### src/rtl/riscv_pkg.sv
// Shared RV32I fetch-side types and constants.
// Latency: n/a (types and helpers only).
// Backpressure: n/a.
package riscv_pkg;

  localparam int XLEN    = 32;
  localparam int INSTR_W = 32;

  localparam logic [XLEN-1:0] RESET_PC_DEF = 32'h0000_0000;

  // One buffered fetch result: the word and the PC it was fetched from.
  typedef struct packed {
    logic [XLEN-1:0]    pc;
    logic [INSTR_W-1:0] instr;
  } fetch_entry_t;

  // Sequential next word address; wraps naturally at 32 bits.
  function automatic logic [XLEN-1:0] pc_next(input logic [XLEN-1:0] pc);
    return pc + 32'd4;
  endfunction

endpackage

### src/rtl/fetch_fifo.sv
// Small FIFO of fetch entries with flush; head is a registered entry.
// Latency: a pushed entry is visible at the head the cycle after the push.
// Backpressure: producer must respect credits; push is ignored when full without a pop.
module fetch_fifo
  import riscv_pkg::*;
#(
  parameter int DEPTH = 2,
  localparam int AW = $clog2(DEPTH),
  localparam int CW = AW + 1
) (
  input  logic          clk,
  input  logic          rst_n,
  input  logic          push,
  input  fetch_entry_t  push_entry,
  input  logic          pop,
  input  logic          flush,
  output fetch_entry_t  head,
  output logic [CW-1:0] count,
  output logic          full,
  output logic          empty
);

  fetch_entry_t  mem [DEPTH];
  logic [AW-1:0] wr_ptr;
  logic [AW-1:0] rd_ptr;
  logic          do_push;
  logic          do_pop;

  assign full    = (count == CW'(DEPTH));
  assign empty   = (count == '0);
  assign do_pop  = pop && !empty;
  // Full-with-pop is legal: the write slot is the one being read out this cycle.
  assign do_push = push && (!full || do_pop);
  assign head    = mem[rd_ptr];

  // Pointer, occupancy and storage update; flush discards everything at once.
  always_ff @(posedge clk or negedge rst_n) begin
    if (!rst_n) begin
      wr_ptr <= '0;
      rd_ptr <= '0;
      count  <= '0;
      for (int i = 0; i < DEPTH; i++) begin
        mem[i] <= '0;
      end
    end else if (flush) begin
      wr_ptr <= '0;
      rd_ptr <= '0;
      count  <= '0;
    end else begin
      if (do_push) begin
        mem[wr_ptr] <= push_entry;
        wr_ptr      <= wr_ptr + AW'(1);
      end
      if (do_pop) begin
        rd_ptr <= rd_ptr + AW'(1);
      end
      count <= count + CW'(do_push) - CW'(do_pop);
    end
  end

endmodule

### src/rtl/fetch_unit.sv
// RV32I fetch stage: PC ownership, credit-limited imem reads, buffered (pc, instr) to decode.
// Latency: a word is presented to decode the cycle after its rvalid; redirects take effect next cycle.
// Backpressure: decode stalls via instr_ready_i; requests stop once FIFO + in-flight reach DEPTH.
// Optional FETCH_MISALIGN_EN: misaligned redirect targets raise misalign_o and halt fetching.
module fetch_unit
  import riscv_pkg::*;
#(
  parameter logic [31:0] RESET_PC = RESET_PC_DEF,
  parameter int          DEPTH    = 2
) (
  input  logic        clk,
  input  logic        rst_n,
  output logic        imem_req_o,
  output logic [31:0] imem_addr_o,
  input  logic        imem_gnt_i,
  input  logic        imem_rvalid_i,
  input  logic [31:0] imem_rdata_i,
  input  logic        redirect_i,
  input  logic [31:0] redirect_pc_i,
  output logic        instr_valid_o,
  input  logic        instr_ready_i,
  output logic [31:0] instr_o,
  output logic [31:0] pc_o,
  output logic        misalign_o
);

  localparam int          CW      = $clog2(DEPTH) + 1;
  localparam logic [CW:0] DEPTH_W = (CW+1)'(DEPTH);

  logic [31:0]   pc;
  logic [31:0]   resp_pc;
  logic [CW-1:0] outstanding;
  logic [CW-1:0] stale;
  logic [CW-1:0] out_nxt;
  logic [CW-1:0] fifo_count;
  logic [CW:0]   credits_used;
  logic          fifo_full;
  logic          fifo_empty;
  logic          fifo_push;
  logic          fifo_pop;
  logic          req_fire;
  logic          halted;
  logic [31:0]   target;
  fetch_entry_t  head;
  fetch_entry_t  push_entry;

`ifdef FETCH_MISALIGN_EN
  assign target = redirect_pc_i;

  // A misaligned redirect parks the fetcher until software/branch unit steers it to an aligned PC.
  always_ff @(posedge clk or negedge rst_n) begin
    if (!rst_n) begin
      halted <= 1'b0;
    end else if (redirect_i) begin
      halted <= |redirect_pc_i[1:0];
    end
  end

  assign misalign_o = halted;
`else
  logic unused_redirect_lo;

  // Without misalignment reporting the low bits are simply ignored.
  assign target             = {redirect_pc_i[31:2], 2'b00};
  assign unused_redirect_lo = ^redirect_pc_i[1:0];
  assign halted             = 1'b0;
  assign misalign_o         = 1'b0;
`endif

  // Credits cover both buffered words and words still owed by imem, so responses never overflow.
  assign credits_used = {1'b0, fifo_count} + {1'b0, outstanding};
  // rst_n gating keeps the request low while reset is held.
  assign imem_req_o   = rst_n && !redirect_i && !halted && (credits_used < DEPTH_W);
  assign imem_addr_o  = pc;
  assign req_fire     = imem_req_o && imem_gnt_i;
  assign out_nxt      = outstanding + CW'(req_fire) - CW'(imem_rvalid_i);

  // Responses to wrong-path requests (stale, or arriving during a redirect) are dropped.
  assign fifo_push  = imem_rvalid_i && (stale == '0) && !redirect_i && (!fifo_full || fifo_pop);
  assign push_entry = '{pc: resp_pc, instr: imem_rdata_i};
  assign fifo_pop   = instr_valid_o && instr_ready_i;

  assign instr_valid_o = !fifo_empty;
  assign instr_o       = head.instr;
  assign pc_o          = head.pc;

  // PC, response PC and in-flight bookkeeping; a redirect marks everything in flight as stale.
  always_ff @(posedge clk or negedge rst_n) begin
    if (!rst_n) begin
      pc          <= RESET_PC;
      resp_pc     <= RESET_PC;
      outstanding <= '0;
      stale       <= '0;
    end else begin
      outstanding <= out_nxt;
      if (redirect_i) begin
        pc      <= target;
        resp_pc <= target;
        stale   <= out_nxt;
      end else begin
        if (req_fire) begin
          pc <= pc_next(pc);
        end
        if (imem_rvalid_i) begin
          if (stale != '0) begin
            stale <= stale - CW'(1);
          end else begin
            resp_pc <= pc_next(resp_pc);
          end
        end
      end
    end
  end

  fetch_fifo #(
    .DEPTH (DEPTH)
  ) u_fifo (
    .clk        (clk),
    .rst_n      (rst_n),
    .push       (fifo_push),
    .push_entry (push_entry),
    .pop        (fifo_pop),
    .flush      (redirect_i),
    .head       (head),
    .count      (fifo_count),
    .full       (fifo_full),
    .empty      (fifo_empty)
  );

endmodule
### config.mk
export PLATFORM = sky130hd
export DESIGN_NAME = fetch_unit
export DESIGN_NICKNAME = d
export VERILOG_FILES = /design/src/rtl/riscv_pkg.sv /design/src/rtl/fetch_fifo.sv /design/src/rtl/fetch_unit.sv
export SDC_FILE = /design/constraint.sdc
export NUM_CORES = 1
export LEC_CHECK = 0
export ABC_AREA = 1
export BUFFER_PORTS_ARGS = -buffer_cell sky130_fd_sc_hd__buf_2
export CORE_ASPECT_RATIO = 1.25
export CORE_MARGIN = 10
export CORE_UTILIZATION = 50
export DETAILED_ROUTE_END_ITERATION = 6
export PLACE_DENSITY = 0.72
export SYNTH_ARGS = -nofsm -noshare
export SYNTH_HDL_FRONTEND = slang
export SYNTH_SLANG_ARGS = --single-unit
### constraint.sdc
create_clock -name clk -period 3.3 [get_ports clk]
set_clock_uncertainty 0.05 [all_clocks]
set_input_delay 0.66 -clock clk [delete_from_list [all_inputs] [get_ports clk]]
set_output_delay 0.66 -clock clk [all_outputs]
set_load 0.01 [all_outputs]
* After elaboration in Yosys (flattened, before gate mapping)
Cells that the tools add are included.
Operators by class: shift operators 0, equality and inequality tests 2, mux-type cells 19, reduce and logical (&&, ||, !) cells 26, div/mod/pow operators 0, $mul 0, bitwise gates (word level) 3, $add $sub $neg 10, magnitude comparators 4
Operators with widths (count):
- two-way mux 64 bit | 4
- two-way mux 32 bit | 5
- bitwise mux 128 bit | 1
- adder 32 x 3 -> 32 bit, second input constant | 2
- demux 64 bit (select 1 bit) | 1
- nonzero test 2 bit | 6
- logical AND 1 bit | 10
- two-way mux 2 bit | 4
- AND reduction 2 bit | 3
- adder 2 x 1 -> 2 bit | 2
- >= comparator 2 bit, second input constant | 2
- zero test 2 bit | 2
- two-way mux 1 bit | 4
- inverter 1 -> 2 bit | 2
- subtractor 2 x 1 -> 2 bit | 2
- adder 2 x 2 -> 3 bit | 1
- zero test 1 bit | 3
- less-than comparator 3 x 2 -> 1 bit, second input constant | 1
- adder 1 bit, second input constant | 2
- == test 2 bit, second input constant | 1
- logical OR 1 bit | 2
- less-than comparator 2 x 1 -> 1 bit, second input constant | 1
- != test 2 bit, second input constant | 1
- subtractor 2 x 1 -> 2 bit, second input constant | 1
- inverter 1 bit | 1
Word-level totals: input bits 70, memories 0, bits in registers 200, bits in writable memories 0, memory bits (read-only) 0, word-level logic and storage cells 75, output and inout bits 99, bits in latches 0

* Logic depth before layout (Yosys ltp)
depth after elaboration 9, mapped depth 13

* Cells and area by module
Synthesis repeated with hierarchy kept, for this count alone.
Second synthesis, totals: cell total of the unflattened synthesis 1483, area, all modules 10969.3 um2
Modules (own cells, without submodules):
- fetch_fifo | sequential area each 3303.2 um2, area an instance 6436.2 um2, cells an instance 811, times used 1
- fetch_unit | sequential area each 1601.5 um2, area an instance 4533.1 um2, cells an instance 672, times used 1

* Least setup slack after synthesis
OpenSTA, ideal clock, no wires.
path type flip-flop to flip-flop, start point register u_fifo.count[0], end point register stale[0], data required time 3.124 ns, data arrival time 2.089 ns, period minus slack after synthesis 2.265 ns, stages on the path, launching flop included 14, path buffers 1, path slack 1.035 ns, library setup time 0.126 ns, path through dfrtp_1 nand2_1 inv_1 fa_1 nor2_1 nand4_1 buf_2 ha_1 inv_1 ha_1 nand2_1 o21ai_0 nand2_1 o21ai_0
On the way: word-level cells in the longest chain between the ends 7
Ends and longest elaborated chain:
- start, declared | RTL line fetch_fifo.sv:18 | output logic [CW-1:0] count,
- start signal, assigned | RTL line fetch_fifo.sv:57 | count <= count + CW'(do_push) - CW'(do_pop);
- adder 2 x 2 -> 3 bit | RTL line fetch_unit.sv:71 | assign credits_used = {1'b0, fifo_count} + {1'b0, outstanding};
- less-than comparator 3 x 2 -> 1 bit | RTL line fetch_unit.sv:73 | assign imem_req_o = rst_n && !redirect_i && !halted && (credits_used < DEPTH_W);
- logical AND 1 bit | RTL line fetch_unit.sv:73
- logical AND 1 bit | RTL line fetch_unit.sv:75 | assign req_fire = imem_req_o && imem_gnt_i;
- adder 2 x 1 -> 2 bit | RTL line fetch_unit.sv:76 | assign out_nxt = outstanding + CW'(req_fire) - CW'(imem_rvalid_i);
- subtractor 2 x 1 -> 2 bit | RTL line fetch_unit.sv:76
- net out_nxt[0] | RTL line fetch_unit.sv:34 | logic [CW-1:0] out_nxt;
- two-way mux 2 bit | RTL line fetch_unit.sv:96 | if (redirect_i) begin
- end signal, assigned | RTL line fetch_unit.sv:99 | stale <= out_nxt;
- end signal, assigned | RTL line fetch_unit.sv:106 | stale <= stale - CW'(1);
- end, declared | RTL line fetch_unit.sv:33 | logic [CW-1:0] stale;
The timed path passes the listed nets, and every way through them passes these cells. A chain may end at the register's enable or synchronous reset.

* Worst setup path after layout
start point register u_fifo.rd_ptr, end point output pc_o[17]
On the way: word-level cells in the longest chain between the ends 4
Ends and longest elaborated chain:
- start, declared | RTL line fetch_fifo.sv:25 | logic [AW-1:0] rd_ptr;
- start signal, assigned | RTL line fetch_fifo.sv:55 | rd_ptr <= rd_ptr + AW'(1);
- inverter 1 -> 2 bit (not written as such) | RTL line fetch_fifo.sv:34 | assign head = mem[rd_ptr];
- two-way mux 64 bit (not written as such) (3 in a row) | RTL line fetch_fifo.sv:34
- end, declared | RTL line fetch_unit.sv:23 | output logic [31:0] pc_o,
No other way between the ends. The select of a mux whose other input is x is not followed.

==> key figures <==
Run status
  • Status: completed

Routing
  • Initial drt markers: 645
  • Final WL: 26.7 mm
  • Vias: 8954
  • DR pass1 iterations: 5
  • Routed Antenna Nets: 0
  • Routed vias/inst: 5.10
  • Drc violations: 0
  • Routed WL per cell: 15.2 um

Yosys
  • Syn Inst Count: 1337
  • Synth Area in XOR/XNOR: under 10%
  • Largest family of logic cells by synthesized area: simple AND/OR/NAND/NOR gates
  • Seq cells post-synth: 192
  • Count leader, synth: nand2_1
  • Main synth FF type: dfrtp_1
  • Adder-Cell Fraction of Synth Area: 1.08%
  • Sequential-to-total area share from yosys stat: 48.3%
  • Synth Warn #: 0
  • Post-synth ARST share: 100%
  • Post-synthesis compound-gate area fraction: 12.0%
  • Synth Area in Simple Gates: between 20 and 30%
  • Post-synth cell types: 42
  • Top cells by area, synth: dfrtp_1, nand2_1, inv_1
  • Syn_area_per_cell: ~7.4 um^2
  • Post-synth top area share: 48.3%
  • Synth cell count leaders: nand2_1, dfrtp_1, inv_1, o21ai_0, nor2_1
  • Area leader, netlist: dfrtp_1
  • EDFF count, synth: 0
  • Mux cell area share after synthesis: 0%
  • Synth Cell Area: between 0.009 and 0.01 mm^2

Place
  • Detail Placement HPWL: 19.2 mm
  • DP Cell Count: 1723
  • Gpl congestion: 0.934
  • Buffers on Ports: 161

CTS
  • Clock-pin slew on the worst setup and hold paths: ~80 ps
  • Clock root buffer: clkbuf_16
  • Clock Sinks: about 190
  • H-tree depth: 4
  • # hold bufs at CTS: 0
  • Num CTS Buffers: 17
  • Postcts setup bufs: 0
  • PostCTS Resize Cnt: 0
  • Worst skew pair latency: 440 ps
  • CTS tree: yes
  • Clock Path Buffers: 2

Critical path
  • Delay-heaviest family, CP: buffers and inverters
  • Reg-to-reg startpoint: u_fifo.count[0]
  • Peak fanout along the critical path: 40
  • CP dominant cell by count: nand2_1
  • Register-to-Register Path Depth: 12
  • Startpoint type of the worst setup path: register
  • Critical Path RT: 2590 ps
  • Critical path type: register to output pin
  • CP cell instances: inv_2 > buf_12 > nand2_1 > nand2_1 > buf_2
  • Worst Setup End Kind: output pin
  • Critical R2R Capture: stale[0]
  • Max incr delay on CP: approximately 410 ps
  • Buf/Inv on CP: 3
  • Reg2reg setup slack: slightly above 800 ps
  • WP data arrival: between 1500 and 2000 ps
  • Slowest cell on crit path: dfrtp_2

Flow run
  • Max Cap Violations: 0

Timing
  • Slew HR: 46.5%
  • # setup viols final: 0
  • Final worst path period share: around four fifths
  • Crit path time final: between 2000 and 3000 ps
  • Hold Vio Cnt, Final: 0
  • Fin Setup TNS: 0 ps
  • Actual slew at the worst max-slew pin: 802 ps
  • Count of final max-slew check failures: 0
  • Max frequency: 386 MHz
  • RSZ-0062 raised after global routing: no

Global route
  • Grt met2 use: approximately 33%
  • Vias in the first global route: roughly 8800
  • Number of antenna violations at the first check in global routing: 0
  • Global-route met3 utilization: approximately 4.9%
  • First-pass GRT wire length: 44.5 mm
  • Total gr overflow: 0
  • Tot GR Track Use: a little over a fifth
  • Layer with the highest usage: met2
  • Largest net degree at the start of global routing: 143
  • GRT met1 Usage: 27.1%

Die
  • Initial Utilization: 51.0%
  • Die area: 0.0260 mm^2
  • Ports: 169
  • Std-Cell Rows: 57
  • Die X: ~150 um
  • Core footprint: 0.0195 mm^2
  • Die Ht: ~180 um

Finish
  • Area growth syn-to-layout: 15.8%
  • Final non-filler cell total: 1755
  • ANT cells: 0
  • Fraction of layout cells with a size suffix above 1: 15.2%
  • Final net count: 1555
  • Core Util, Final: around three fifths

Hold path
  • HP Class: input port to asynchronous set/reset pin

Power and ir drop
  • LEAKAGE: 0.00610 uW
  • Total Power: roughly 8800 uW
  • Peak supply drop: around 390 uV
  • Power per standard cell area: 766 mW/mm^2
==> report_power, final <==
part	switching [uW]	internal, uW
Combinational	1890	1160
Sequential	525	3150
Clock	984	1120
Total	3400	5430
==> worst reg2reg max path, cell delays in order, from the launching register on <==
cell and delay [ps]:
dfrtp_1 400, nand2_1 60, inv_1 40, fa_1 430, nor2_1 130, nand4_1 260, ha_1 380, inv_1 40
ha_1 290, nand2_1 70, o21ai_0 70, nand2_1 70, o21ai_0 80
==> sequential cells by signal, summed over array words and instances, names as in the netlist <==
name / cells
u_fifo.wr_ptr: 1
resp_pc: 30
u_fifo.rd_ptr: 1
outstanding: 2
stale: 2
u_fifo.count: 2
imem_addr_o: 30
u_fifo.mem: 124
==> worst max-delay path by stage <==
stage               startpoint       end  slack, ps  cells past startpoint
2_1_floorplan  u_fifo.count[0]  stale[0]       1040                     13
6_report         u_fifo.rd_ptr  pc_o[17]        710                      5
4_1_cts          u_fifo.rd_ptr  pc_o[17]        710                      5
3_5_place_dp        redirect_i  stale[0]        740                     10
5_1_grt          u_fifo.rd_ptr  pc_o[17]        570                      5
3_3_place_gp        redirect_i  stale[0]        780                     10
==> cell families (layout without fill, tap and decap cells) <==
family / after synthesis / in the layout
xor+xnor: 18 / 18
fa+ha+maj: 8 / 8
simple gates: 697 / 697
other cells: 1 / 5
compound gates: 219 / 219
buf+inv: 202 / 351
flops: 192 / 192
==> metrics by stage <==
step | setup slack [ps] | hold WS, ps | area, um^2
detailed placement | 742 | 419 | 10900
CTS | 709 | 367 | 11500
global placement | 784 | 415 | 10900
finish | 712 | 356 | 11500
global route | 573 | 400 | 11500
floorplan | 1040 | 314 | 9950
==> metal layers <==
layer / up-vias / wire length, um
met5: - / 0
met4: 0 / 614
met3: 45 / 1830
met2: 297 / 12400
met1: 4119 / 11900
li1: 4493 / -
==> placed cells by master, fill, tap and decap left out, drive strengths merged, types with 3 or more instances in the layout <==
master,instances
a21oi,21
o21ai,164
o21bai,8
nand4,12
clkbuf,20
nor2,83
dfrtp,192
xnor2,4
buf,176
inv,148
xor2,14
o211ai,17
nand3,51
conb,5
nor3,15
clkinv,4
nand2,529
ha,7
or2,3
==> cell type report <==
class / instances / area (um^2)
fill: 1879 / 7960
multi-input combinational: 947 / 4260
clock buffer: 19 / 453
inverter: 142 / 533
timing repair buffer: 177 / 985
clock inverter: 13 / 148
tap: 265 / 332
sequential: 192 / 4810
(Power assumes the default switching activity.)
